**src/rtl/controlador_vedacao_pkg.sv**
```systemverilog
// Shared types and constants for the bottle-capping station sequencer.
package controlador_vedacao_pkg;

    localparam int BCD_W = 4;

    typedef enum logic [2:0] {
        IDLE       = 3'd0,
        ESTEIRA    = 3'd1,
        VEDANDO    = 3'd2,
        SAIDA      = 3'd3,
        REABASTECE = 3'd4
    } estado_t;

    // Packed {dezenas, unidades} value meaning an empty tray.
    localparam logic [2*BCD_W-1:0] ESTOQUE_ZERO = '0;

    // Binary 0..99 to packed two-digit BCD; used on elaboration-time constants.
    function automatic logic [2*BCD_W-1:0] para_bcd(input int v);
        return {BCD_W'(v / 10), BCD_W'(v % 10)};
    endfunction

endpackage

```
**src/rtl/controlador_vedacao_estoque.sv**
```systemverilog
// Two-digit BCD cork-stock down-counter with load, zero saturation and compares.
module estoque_bcd
    import controlador_vedacao_pkg::*;
#(
    parameter int CAPACIDADE = 20,
    parameter int LIMIAR_CR  = 5
) (
    input  logic             clk,
    input  logic             reset,
    input  logic             carregar_i,
    input  logic             decrementar_i,
    output logic [BCD_W-1:0] unidades_o,
    output logic [BCD_W-1:0] dezenas_o,
    output logic             cr_o,
    output logic             bz_o,
    output logic             baixo_o
);

    localparam logic [2*BCD_W-1:0] CAP_BCD = para_bcd(CAPACIDADE);
    localparam logic [2*BCD_W-1:0] LIM_BCD = para_bcd(LIMIAR_CR);

    logic [BCD_W-1:0] uni_q, uni_d;
    logic [BCD_W-1:0] dez_q, dez_d;
    logic [2*BCD_W-1:0] estoque;

    assign estoque = {dez_q, uni_q};

    // Next stock: load wins over decrement; decrement saturates at 00.
    always_comb begin
        uni_d = uni_q;
        dez_d = dez_q;
        if (carregar_i) begin
            dez_d = CAP_BCD[2*BCD_W-1:BCD_W];
            uni_d = CAP_BCD[BCD_W-1:0];
        end else if (decrementar_i && estoque != ESTOQUE_ZERO) begin
            if (uni_q == '0) begin
                uni_d = BCD_W'(9);
                dez_d = dez_q - 1'b1;
            end else begin
                uni_d = uni_q - 1'b1;
            end
        end
    end

    // Stock register, reloaded to full capacity on reset.
    always_ff @(posedge clk) begin
        if (!reset) begin
            dez_q <= CAP_BCD[2*BCD_W-1:BCD_W];
            uni_q <= CAP_BCD[BCD_W-1:0];
        end else begin
            dez_q <= dez_d;
            uni_q <= uni_d;
        end
    end

    // Packed BCD compares in the same order as the binary value.
    assign cr_o       = (estoque == LIM_BCD);
    assign bz_o       = (estoque == ESTOQUE_ZERO);
    assign baixo_o    = (estoque <= LIM_BCD) && !bz_o;
    assign unidades_o = uni_q;
    assign dezenas_o  = dez_q;

endmodule

```
**src/rtl/controlador_vedacao.sv**
```systemverilog
// Capping-station sequencer: conveyor/capper FSM, cap timer, feeder handshake, timeout alarm.
module controlador_vedacao
    import controlador_vedacao_pkg::*;
#(
    parameter int CAPACIDADE  = 20,
    parameter int LIMIAR_CR   = 5,
    parameter int CICLOS_VEDA = 4,
    parameter int TIMEOUT     = 255
) (
    input  logic             clk,
    input  logic             reset,
    input  logic             liga,
    input  logic             garrafa_pos,
    input  logic             ack_reabastecer,
    output logic             motor_esteira,
    output logic             vedar,
    output logic             req_reabastecer,
    output logic             CR,
    output logic             BZ,
    output logic             alarme,
    output logic [BCD_W-1:0] unidades_bandeja,
    output logic [BCD_W-1:0] dezenas_bandeja
);

    estado_t    state_q, state_d;
    logic [3:0] tmr_q, tmr_d;
    logic [7:0] tmo_q, tmo_d;
    logic       alarme_q, alarme_d;
    logic       req_q, req_d;
    logic       bloq_q, bloq_d;
    logic       motor_q, motor_d;
    logic       vedar_q, vedar_d;
    logic       aceita, decrementa, quer_req;
    logic       bz, baixo;

    estoque_bcd #(
        .CAPACIDADE (CAPACIDADE),
        .LIMIAR_CR  (LIMIAR_CR)
    ) u_estoque (
        .clk           (clk),
        .reset         (reset),
        .carregar_i    (aceita),
        .decrementar_i (decrementa),
        .unidades_o    (unidades_bandeja),
        .dezenas_o     (dezenas_bandeja),
        .cr_o          (CR),
        .bz_o          (bz),
        .baixo_o       (baixo)
    );

    // Ack is taken only while requesting, after ack was seen low, and never during a cap
    // so a reload cannot coincide with the decrement.
    assign aceita = req_q && ack_reabastecer && !bloq_q && (state_q != VEDANDO);

    // Next state, cap timer, feeder timeout and handshake; Moore outputs come from state_d.
    always_comb begin
        state_d    = state_q;
        tmr_d      = tmr_q;
        decrementa = 1'b0;
        case (state_q)
            IDLE: begin
                if (liga) state_d = (bz && !aceita) ? REABASTECE : ESTEIRA;
            end
            ESTEIRA: begin
                if (garrafa_pos) begin
                    state_d = VEDANDO;
                    tmr_d   = 4'(CICLOS_VEDA - 1);
                end else if (!liga) begin
                    state_d = IDLE;
                end
            end
            VEDANDO: begin
                if (tmr_q == '0) begin
                    decrementa = 1'b1;
                    state_d    = SAIDA;
                end else begin
                    tmr_d = tmr_q - 1'b1;
                end
            end
            SAIDA: begin
                if (!garrafa_pos) begin
                    if (bz && !aceita) state_d = REABASTECE;
                    else if (!liga)    state_d = IDLE;
                    else               state_d = ESTEIRA;
                end
            end
            REABASTECE: begin
                if (aceita) state_d = IDLE;
            end
            default: state_d = IDLE;
        endcase

        // Timeout runs only while the tray is empty and waiting on the feeder.
        tmo_d = '0;
        if (state_q == REABASTECE && bz && !aceita)
            tmo_d = (tmo_q == 8'(TIMEOUT)) ? tmo_q : tmo_q + 1'b1;
        alarme_d = alarme_q || (state_q == REABASTECE && tmo_d == 8'(TIMEOUT));

        quer_req = (state_d == REABASTECE) ||
                   (baixo && (state_d == IDLE || state_d == ESTEIRA || state_d == SAIDA));
        if (aceita)     req_d = 1'b0;
        else if (req_q) req_d = 1'b1;
        else            req_d = quer_req && !bloq_q;
        bloq_d = aceita || (bloq_q && ack_reabastecer);

        motor_d = (state_d == ESTEIRA) || (state_d == SAIDA);
        vedar_d = (state_d == VEDANDO);
    end

    // State and registered outputs; reset aborts any cap in progress.
    always_ff @(posedge clk) begin
        if (!reset) begin
            state_q  <= IDLE;
            tmr_q    <= '0;
            tmo_q    <= '0;
            alarme_q <= 1'b0;
            req_q    <= 1'b0;
            bloq_q   <= 1'b0;
            motor_q  <= 1'b0;
            vedar_q  <= 1'b0;
        end else begin
            state_q  <= state_d;
            tmr_q    <= tmr_d;
            tmo_q    <= tmo_d;
            alarme_q <= alarme_d;
            req_q    <= req_d;
            bloq_q   <= bloq_d;
            motor_q  <= motor_d;
            vedar_q  <= vedar_d;
        end
    end

    assign motor_esteira   = motor_q;
    assign vedar           = vedar_q;
    assign req_reabastecer = req_q;
    assign alarme          = alarme_q;
    assign BZ              = bz;

endmodule

```
**config.mk**
```make
export PLATFORM = sky130hd
export DESIGN_NAME = controlador_vedacao
export DESIGN_NICKNAME = d
export VERILOG_FILES = /design/src/rtl/controlador_vedacao_pkg.sv /design/src/rtl/controlador_vedacao_estoque.sv /design/src/rtl/controlador_vedacao.sv
export SDC_FILE = /design/constraint.sdc
export NUM_CORES = 1
export LEC_CHECK = 0
export CAP_MARGIN = 20
export CORE_MARGIN = 3
export CORE_UTILIZATION = 35
export CTS_BUF_LIST = sky130_fd_sc_hd__clkbuf_2
export DETAILED_ROUTE_END_ITERATION = 7
export GPL_ROUTABILITY_DRIVEN = 0
export PLACE_DENSITY_LB_ADDON = 0.05
export REMOVE_ABC_BUFFERS = 1
export SLEW_MARGIN = 10
export SYNTH_ARGS = -nofsm -noshare
export SYNTH_HDL_FRONTEND = slang
export SYNTH_SLANG_ARGS = --single-unit
```
**constraint.sdc**
```tcl
create_clock -name clk -period 4.63 [get_ports clk]
set_clock_uncertainty 0.05 [all_clocks]
set_input_delay 1.1575 -clock clk [delete_from_list [all_inputs] [get_ports clk]]
set_output_delay 1.1575 -clock clk [all_outputs]
set_load 0.02 [all_outputs]
```
Word level (Yosys, flattened, before mapping)
Index checks and enable logic that the tools add are counted.
- multiplexer cells: 19
- bitwise operators: 1
- add/sub/neg operators: 4
- equality and inequality tests: 14
- order comparisons: 1
- reduce and logical (&&, ||, !) cells: 31
- operators with widths (operator ; number):
    3-bit 2-to-1 mux ; 8
    8-bit equality test (second input constant) ; 2
    8-bit 2-to-1 mux ; 2
    3-bit case mux with 5 select lines ; 1
    3-bit by 2-bit equality test with 1-bit output (second input constant) ; 4
    1-bit logical AND ; 12
    4-bit 2-to-1 mux ; 3
    4-bit by 1-bit subtractor with 4-bit output (second input constant) ; 3
    8-bit by 1-bit adder with 8-bit output (second input constant) ; 1
    8-bit by 3-bit equality test with 1-bit output (second input constant) ; 1
    8-bit by 3-bit less-or-equal comparator with 1-bit output (second input constant) ; 1
    4-bit logical NOT ; 2
    8-bit logical NOT ; 1
    4-bit case mux with 2 select lines ; 1
    8-bit nonzero test ; 1
    3-bit by 1-bit equality test with 1-bit output (second input constant) ; 2
    3-bit equality test (second input constant) ; 2
    3-bit logical NOT ; 2
    1-bit logical OR ; 6
    1-bit 2-to-1 mux ; 4
    2-bit inequality test (second input constant) ; 2
    1-bit logical NOT ; 3
    3-bit by 2-bit inequality test with 1-bit output (second input constant) ; 1
    3-bit AND reduction ; 1
    4 further kinds ; 4
- bits of input ports: 5
- output and inout bits: 14
- logic and storage cells: 80
- bits in registers: 28

Depth between registers and ports, before layout
Gate-level depths: netlist of the first run.
- depth in word-level cells: 15
- mapped depth: 7

Cells and area by module
From an unflattened synthesis of the first run, not the netlist that was laid out.
- cells, all modules: 188
- area, all modules: 1611.5 µm²
- modules (own cells, without submodules) (module ; times used ; area an instance (µm²) ; cells an instance):
    controlador_vedacao ; 1 ; 1129.8 ; 130
    estoque_bcd ; 1 ; 481.7 ; 58

Worst setup path before layout of the first run
OpenSTA, ideal clock, no wires.
- path kind: flip-flop to output port
- start: register u_estoque.dez_q[0] (netlist: u_estoque.dezenas_o[0])
- end: output port BZ
- path buffers: 0
- data required time: 3.423 ns
- cell stages (with the launch flop): 5
- slack: 2.083 ns
- arrival: 1.339 ns
- cells stage by stage: dfxtp_1 inv_1 ha_1 or3b_1 nor3_4
- cells in the longest elaborated chain, start to end: 1
- RTL lines (what ; RTL line ; text):
    start: declaration ; controlador_vedacao_estoque.sv:23 ; logic [BCD_W-1:0] dez_q, dez_d;
    start signal: assignment ; controlador_vedacao_estoque.sv:48 ; dez_q <= CAP_BCD[2*BCD_W-1:BCD_W];
    start signal: assignment ; controlador_vedacao_estoque.sv:51 ; dez_q <= dez_d;
    8-bit logical NOT ; controlador_vedacao_estoque.sv:58 ; assign bz_o = (estoque == ESTOQUE_ZERO);
    end: declaration ; controlador_vedacao.sv:19 ; output logic BZ,
No other way between the ends.

Worst setup path after layout of the first run
Ends and elaborated chain as after synthesis.

==> run_results.csv, run 1 <==
group,metric,value,unit
outcome,status,"finished clean",
timing,worst-slew-pin-transition,0.433,ns
synthesis,synthesis.area,1610,sq um
worst_hold_path,hp-start,"tmo_q[6]",
layout,num-nets-final,204,
critical_path,rr_endpoint,"u_estoque.dezenas_o[1]",
global_routing,grt_max_degree,16,
placed_design,dp_cells,241,
synthesis,synthArstFlopShare,0,
drt,routed_wl,3440,microns
timing,setup_tns,0,ns
drt,drt-wirelength-per-cell,14.1,microns
synthesis,netlist_top_cells_count,"dfxtp_1 (28), nor2_1 (21), nand2_1 (11)",
synthesis,synth-edff-count,0,
placed_design,dpl_cell_area,1820,sq um
global_routing,grt_antenna_before_repair,0,
drt,via_per_inst,5.56,
drt,drtIter0Drc,61,
global_routing,grt_pass1_vias,1303,
timing,fin_ws,1.10,ns
synthesis,syn_inst,177,
critical_path,worstPathRequired,3.42,ns
floorplan,die_w,73.8,microns
clock_network,cts_buffers,3,
layout,instances_no_fill,245,
floorplan,fp.coreArea,4380,sq um
drt,met1_length,1670,microns
synthesis,yosysWarningCount,0,
placed_design,place_hpwl,2590,microns
clock_network,cts_tree,"done",
global_routing,grt.total_usage,0.139,
drt,ant_nets,0,
critical_path,path_class,"reg2out",
critical_path,r2r_cells,4,
critical_path,crit_fanout,4,
critical_path,cp-end-kind,"primary output",
clock_network,ctsRootBufferMaster,"clkbuf_2",
timing,max_freq,0.284,GHz
floorplan,start_util,0.366,
critical_path,crit_chain,"inv_1 > ha_1 > or3b_1 > nor3_4 > clkdlybuf4s50_1",
drt,wl_met3,133,microns
critical_path,cp_slowest_cell,"clkdlybuf4s50_1",
pwr,finalPower,471,uW
layout,fillCellCount,444,
layout,fin_area,1840,sq um
pwr,p_per_area,257,nW/um^2
timing,rsz0062_at_grt,"false",
synthesis,synth.area.top_cells,"dfxtp_1 (35%), nor2_1 (4.9%), ha_1 (3.9%)",
timing,min_period_over_period,0.762,
global_routing,grt_pass1_wl,5910,microns
critical_path,r2r-start,"state_q[1]",
floorplan,dieArea,5440,sq um
clock_network,post_cts_buffers,0,
synthesis,yosys.cell_types.count,52,
worst_hold_path,hold_end,"tmo_q[6]",
synthesis,synth_top_cell_by_area,"dfxtp_1",
placed_design,io_buffers,18,
timing,setup_viol,0,
synthesis,ys_ff_latch,28,
placed_design,place_ws,1.52,ns
clock_network,cts.sinks,28,
drt,num_vias,1363,
worst_hold_path,hold_path_depth,1,
critical_path,cp.arrival,2.32,ns
clock_network,clk_path_buf_depth,2,
drt,drcViolationCount,0,
timing,min_period,3.53,ns
pwr,ir_worst_vdd,0.0995,mV
floorplan,top_level_ports,19,
clock_network,insertion_delay,0.36,ns
global_routing,grt-ovfl-total,0,
layout,area.growth.synth_to_final,14.3,%
synthesis,ys.flop_type,"dfxtp_1",
drt,topRoutingLayerUsed,"met4",
clock_network,cts_resized,0,
synthesis,syn-mean-instance-area,9.08,sq um
critical_path,critPathLaunchType,"register",
timing,timing.hold.ws,0.483,ns
drt,dr.pass1.iters,4,
layout,multi_input_area,993,sq um
timing,relSlewSlack,0.710,
floorplan,num_rows,24,
critical_path,reg2reg_slack,2.69,ns
layout,final_core_util,0.419,
clock_network,hold_buffers,0,
layout,seq_area,561,sq um
floorplan,die_h,73.8,microns
clock_network,clkTransAtPathRegs,0.26,ns
layout,diodes,0,
layout,drive_gt1_frac,0.0777,
drt,route.met2.wl,1620,microns
timing,hold_violations,0,
synthesis,yosys.area.top_type_share,0.349,
timing,finalMaxSlewViolations,0,
pwr,power.leakage,0.681,nW
synthesis,synth.yosys.seq_area_share,0.349,
clock_network,h-tree-depth,1,
critical_path,cpPeakStageDelay,0.65,ns
worst_hold_path,hold_class,"reg2reg",
synthesis,synth_most_common_cell,"dfxtp_1",
job,cap_violations,0,
final cells by class:
cell class | instances | share of cell area
Tap cell | 52 | 0.0354
Clock buffer | 3 | 0.00817
Inverter | 5 | 0.0102
Multi-Input combinational cell | 138 | 0.541
Clock inverter | 1 | 0.00204
Timing Repair Buffer | 18 | 0.0981
Sequential cell | 28 | 0.305
worst max-delay path, delay by kind of cell, from the launching register on:
family / cells / cell delay [ns]
DFF: 1 / 0.38
and+or+nand+nor: 2 / 0.64
adders and majority gates: 1 / 0.19
buffers and inverters: 2 / 0.76
kinds of logic (layout without fill, tap and decap cells):
group           count (synthesis)  in the layout  share of synthesized area
compound gates                 36             36                      0.170
xor+xnor                        6              6                     0.0327
fa+ha+maj                       5              5                     0.0389
buf+inv                        11             27                     0.0327
flops                          28             28                      0.349
mux                             3              3                     0.0187
simple gates                   88             88                      0.358
state kept, by name (all words and copies together) (netlist names):
name	flops
alarme	1
bloq_q	1
motor_esteira	1
req_reabastecer	1
state_q	3
tmo_q	8
tmr_q	4
u_estoque.dezenas_o	4
u_estoque.unidades_o	4
vedar	1
metal layers:
layer	vias to the layer above	GRT usage
met3	2	0.0178
met4	0	0.0503
li1	683	-
met5	-	0
met1	649	0.184
met2	29	0.227
power breakdown:
part	leakage (nW)	switching (mW)	internal, mW
Sequential	0.227	0.0173	0.256
Combinational	0.440	0.0550	0.0519
Clock	0.0140	0.0728	0.0188
Total	0.681	0.145	0.326
cells in the final DEF, fill, tap and decap left out, types with 5 or more instances in the layout:
cell             instances
o211a_1                  5
a21oi_1                  9
ha_1                     5
xnor2_1                  6
nor2_1                  21
dfxtp_1                 28
nand3_1                  6
nand2_1                 11
o21ai_0                  5
clkdlybuf4s50_1         18
inv_1                    5
worst max path at each step:
stage                      startpoint  endpoint  slack, ns  cells after the start
2_1_floorplan  u_estoque.dezenas_o[0]        BZ       2.08                      4
3_3_place_gp   u_estoque.dezenas_o[0]        BZ       1.58                      5
3_5_place_dp                    reset    alarme       1.52                      6
4_1_cts        u_estoque.dezenas_o[0]        BZ       1.06                      5
5_1_grt        u_estoque.dezenas_o[0]        BZ       0.98                      5
6_report       u_estoque.dezenas_o[0]        BZ       1.10                      5
Power figures use the tool's default switching activity.
==> run 2: changes to the inputs <==
==> constraint.sdc (replaced) <==
create_clock -name clk -period 3.57 [get_ports clk]
set_clock_uncertainty 0.05 [all_clocks]
set_input_delay 0.8925 -clock clk [delete_from_list [all_inputs] [get_ports clk]]
set_output_delay 0.8925 -clock clk [all_outputs]
set_load 0.02 [all_outputs]
==> run 2 against run 1 <==
Against the previous run:
- clock-buffer cell count unchanged
- global-route usage decreased by 0.26 points
- clock power increased by 110%
- final cell count increased by 0.41%
- critical path depth unchanged
- total power increased by 45%
- die area unchanged
- highest routed layer unchanged
==> run_results.csv, run 2 (synthesis results as in run 1) <==
group,metric,value,unit
clock_network,cts_buffers,3,
clock_network,clk_path_buf_depth,2,
global_routing,grt_antenna_before_repair,0,
placed_design,dpl_cell_area,1830,sq um
clock_network,insertion_delay,0.37,ns
drt,num_vias,1372,
worst_hold_path,hold_end,"req_reabastecer",
drt,drcViolationCount,0,
clock_network,ctsRootBufferMaster,"clkbuf_2",
drt,via_per_inst,5.58,
pwr,p_per_area,366,nW/um^2
layout,top_register,"tmo_q",
placed_design,place_hpwl,2540,microns
worst_hold_path,hold_path_depth,1,
layout,most-common-layout-cells,"dfxtp_1 (28), nor2_1 (21), clkdlybuf4s50_1 (18)",
global_routing,grt.total_usage,0.136,
drt,drt-wirelength-per-cell,14.0,microns
drt,drtIter0Drc,50,
critical_path,critPathLaunchType,"register",
worst_hold_path,hp-start,"bloq_q",
timing,min_period_over_period,0.921,
layout,drive_gt1_frac,0.0876,
timing,relSlewSlack,0.712,
timing,hold_violations,0,
layout,layout_commonest_cell,"dfxtp_1",
timing,max_freq,0.304,GHz
clock_network,h-tree-depth,1,
drt,ant_nets,0,
global_routing,grt_pass1_vias,1236,
pwr,finalPower,685,uW
global_routing,grt_max_degree,17,
outcome,status,"finished clean",
layout,area.growth.synth_to_final,16.4,%
critical_path,worstPathRequired,2.63,ns
global_routing,grt-ovfl-total,0,
clock_network,cts.sinks,28,
global_routing,grt_pass1_wl,5750,microns
layout,num-nets-final,205,
floorplan,dieArea,5440,sq um
job,cap_violations,0,
drt,dr.pass1.iters,4,
critical_path,path_class,"reg2out",
critical_path,r2r-start,"tmo_q[0]",
floorplan,die_h,73.8,microns
timing,worst-slew-pin-transition,0.432,ns
critical_path,reg2reg_slack,1.62,ns
timing,setup_tns,0,ns
clock_network,hold_buffers,0,
clock_network,cts_resized,0,
layout,fin_area,1870,sq um
critical_path,crit_fanout,4,
drt,routed_wl,3430,microns
floorplan,start_util,0.366,
timing,setup_viol,0,
placed_design,io_buffers,18,
critical_path,r2r_cells,6,
timing,rsz0062_at_grt,"false",
floorplan,die_w,73.8,microns
floorplan,top_level_ports,19,
pwr,ir_worst_vdd,0.174,mV
worst_hold_path,hold_class,"reg2reg",
pwr,power.leakage,0.699,nW
clock_network,post_cts_buffers,0,
clock_network,cts_tree,"done",
timing,min_period,3.29,ns
floorplan,fp.coreArea,4380,sq um
timing,finalMaxSlewViolations,0,
critical_path,cp.arrival,2.35,ns
layout,fillCellCount,450,
critical_path,rr_endpoint,"alarme",
floorplan,num_rows,24,
layout,largest_reg_flops,8,
clock_network,clkTransAtPathRegs,0.28,ns
critical_path,cp-end-kind,"primary output",
layout,diodes,0,
run 2: report_power, final:
part | internal (mW) | leakage (nW) | switching [mW]
combinational | 0.0682 | 0.445 | 0.0699
clock | 0.0963 | 0.0266 | 0.0962
sequential | 0.332 | 0.227 | 0.0230
total | 0.496 | 0.699 | 0.189
run 2: area by class of cell:
class / count / area [sq um] / area share
clock buffer: 3 / 15.0 / 0.00803
clock inverter: 1 / 30.0 / 0.0161
tap: 52 / 65.1 / 0.0348
sequential: 28 / 561 / 0.300
multi-input combinational: 138 / 993 / 0.531
timing repair buffer: 19 / 188 / 0.100
inverter: 5 / 18.8 / 0.0100
run 2: how the worst max path moves through the flow:
stage,startpoint,end,slack (ns),cells after the start
after detailed placement,u_estoque.dezenas_o[0],BZ,0.75,5
after global routing,u_estoque.dezenas_o[0],BZ,0.16,5
after CTS,u_estoque.dezenas_o[0],BZ,0.24,5
after floorplan,u_estoque.dezenas_o[0],BZ,1.29,4
final,u_estoque.dezenas_o[0],BZ,0.28,5
after global placement,u_estoque.dezenas_o[0],BZ,0.78,5
run 2: critical path, stage by stage (launching register included):
cell and delay [ns]:
dfxtp_1 0.39, inv_1 0.11, ha_1 0.19, or3b_1 0.43, nor3_4 0.21, clkdlybuf4s50_1 0.64
run 2: per-layer routing:
metal,wire length (microns),track usage
met3,134,0.0274
met1,1700,0.181
met2,1570,0.214
met5,0,0
met4,30,0.0543
run 2: stage by stage:
| stage | cells | setup WS [ns] | util | hold slack (ns) |
|---|---|---|---|---|
| 6_report | 246 | 0.281 | 0.427 | 0.461 |
| 5_1_grt | 246 | 0.159 | 0.427 | 0.480 |
| 4_1_cts | 246 | 0.243 | 0.427 | 0.458 |
| 3_5_place_dp | 242 | 0.754 | 0.416 | 0.420 |
| 3_3_place_gp | 242 | 0.780 | 0.416 | 0.424 |
| 2_1_floorplan | 171 | 1.29 | - | 0.400 |
==> run 3: changes to the inputs <==
--- a/config.mk
+++ b/config.mk
@@ -12,7 +12,6 @@
 export DETAILED_ROUTE_END_ITERATION = 7
 export GPL_ROUTABILITY_DRIVEN = 0
 export PLACE_DENSITY_LB_ADDON = 0.05
-export REMOVE_ABC_BUFFERS = 1
 export SLEW_MARGIN = 10
 export SYNTH_ARGS = -nofsm -noshare
 export SYNTH_HDL_FRONTEND = slang
==> run 3 against run 2 <==
Against the previous run:
- register-to-register slack got worse by 0.03 ns
- largest power group unchanged
- core utilization stayed put
- largest cell class unchanged
- cell area stayed put
- setup slack worse by 0.016 ns
- highest routed layer unchanged
- critical endpoint unchanged
- via count decreased by 0.80%
- sequential share of layout area unchanged
- critical path type unchanged
==> run_results.csv, run 3 (synthesis results as in run 1) <==
group,metric,value,unit
outcome,status,"finished clean",
timing,max_freq,0.303,GHz
critical_path,critPathLaunchType,"register",
floorplan,top_level_ports,19,
critical_path,crit_fanout,4,
drt,ant_nets,0,
floorplan,num_rows,24,
pwr,ir_worst_vdd,0.158,mV
global_routing,grt_pass1_vias,1203,
worst_hold_path,hp-start,"bloq_q",
floorplan,die_h,73.8,microns
global_routing,grt_pass1_wl,5580,microns
layout,multi_input_area,993,sq um
global_routing,grt-ovfl-total,0,
global_routing,grt_antenna_before_repair,0,
critical_path,cp.arrival,2.36,ns
clock_network,h-tree-depth,1,
pwr,p_per_area,368,nW/um^2
critical_path,crit_start,"u_estoque.dezenas_o[0]",
layout,seq_area,561,sq um
critical_path,worstPathRequired,2.63,ns
drt,dr.pass1.iters,6,
drt,drt-wirelength-per-cell,13.8,microns
timing,setup_viol,0,
clock_network,hold_buffers,0,
synthesis,syn_nets,187,
clock_network,insertion_delay,0.38,ns
clock_network,clkTransAtPathRegs,0.30,ns
clock_network,ctsRootBufferMaster,"clkbuf_2",
layout,layout_commonest_cell,"dfxtp_1",
layout,num-nets-final,205,
placed_design,place_ws,0.746,ns
clock_network,post_cts_buffers,0,
critical_path,path_class,"reg2out",
floorplan,start_util,0.366,
floorplan,dieArea,5440,sq um
layout,diodes,0,
clock_network,clk_path_buf_depth,2,
clock_network,cts_resized,0,
floorplan,fp.coreArea,4380,sq um
clock_network,cts_buffers,3,
layout,area.growth.synth_to_final,16.4,%
drt,num_vias,1361,
clock_network,cts.sinks,28,
global_routing,grt_max_degree,17,
critical_path,r2r-start,"tmr_q[0]",
drt,via_per_inst,5.53,
placed_design,io_buffers,18,
drt,drcViolationCount,0,
timing,setup_tns,0,ns
timing,rsz0062_at_grt,"false",
drt,drtIter0Drc,72,
layout,fillCellCount,438,
worst_hold_path,hold_class,"reg2reg",
clock_network,cts_tree,"done",
placed_design,place_hpwl,2490,microns
timing,fin_ws,0.265,ns
layout,top_register,"tmo_q",
timing,min_period,3.30,ns
layout,largest_reg_flops,8,
timing,hold_violations,0,
critical_path,cp-end-kind,"primary output",
timing,worst-slew-pin-transition,0.439,ns
drt,routed_wl,3400,microns
pwr,power.leakage,0.699,nW
timing,finalMaxSlewViolations,0,
floorplan,die_w,73.8,microns
timing,min_period_over_period,0.926,
layout,drive_gt1_frac,0.0876,
global_routing,grt.total_usage,0.129,
timing,relSlewSlack,0.707,
job,cap_violations,0,
layout,most-common-layout-cells,"dfxtp_1 (28), nor2_1 (21), clkdlybuf4s50_1 (18)",
==> run 3: cell counts in the layout (fill, tap and decap cells not counted) <==
Identical to the previous run, type by type.
==> run 3: through the flow <==
step                      utilization  std cells  area, sq um  hold WS (ns)  power, mW
after detailed placement        0.416        242         1830         0.431      0.499
after global routing            0.427        246         1870         0.481      0.724
after global placement          0.416        242         1830         0.409      0.497
after CTS                       0.427        246         1870         0.469      0.699
after floorplan                     -        177         1610         0.400      0.458
final                           0.427        246         1870         0.469      0.687
==> run 3: worst max-delay path: stages, from the launching register on <==
cell and delay [ns]:
dfxtp_1 0.39, inv_1 0.11, ha_1 0.20, or3b_1 0.43, nor3_4 0.20, clkdlybuf4s50_1 0.64
==> run 3: cell type report <==
class | count | share of cell area
multi-input cells | 138 | 0.531
flip-flops and latches | 28 | 0.300
repair buffers | 19 | 0.100
well taps | 52 | 0.0348
clock inverters | 1 | 0.0161
inverters | 5 | 0.0100
clock buffers | 3 | 0.00803
==> run 3: final timing paths <==
check	end	slack, ns	cells after the start
worst max register to register	u_estoque.dezenas_o[1]	1.59	6
worst min-delay path	req_reabastecer	0.47	1
worst min register to register	req_reabastecer	0.47	1
worst max-delay path	BZ	0.27	5
==> run 3: power breakdown <==
| part | internal [mW] | total (mW) | switching, mW |
|---|---|---|---|
| Combinational | 0.0679 | 0.138 | 0.0704 |
| Clock | 0.0963 | 0.194 | 0.0981 |
| Sequential | 0.332 | 0.355 | 0.0231 |
| Total | 0.496 | 0.687 | 0.192 |
==> run 3: layer usage <==
metal  routed length [microns]  global-route usage  vias up  share of wire
li1                          -                   -      686              -
met1                      1660               0.170      642           0.49
met2                      1580               0.215       31           0.47
met3                       138              0.0301        2          0.041
met4                        23              0.0241        0         0.0068
met5                         0                   0        -              0
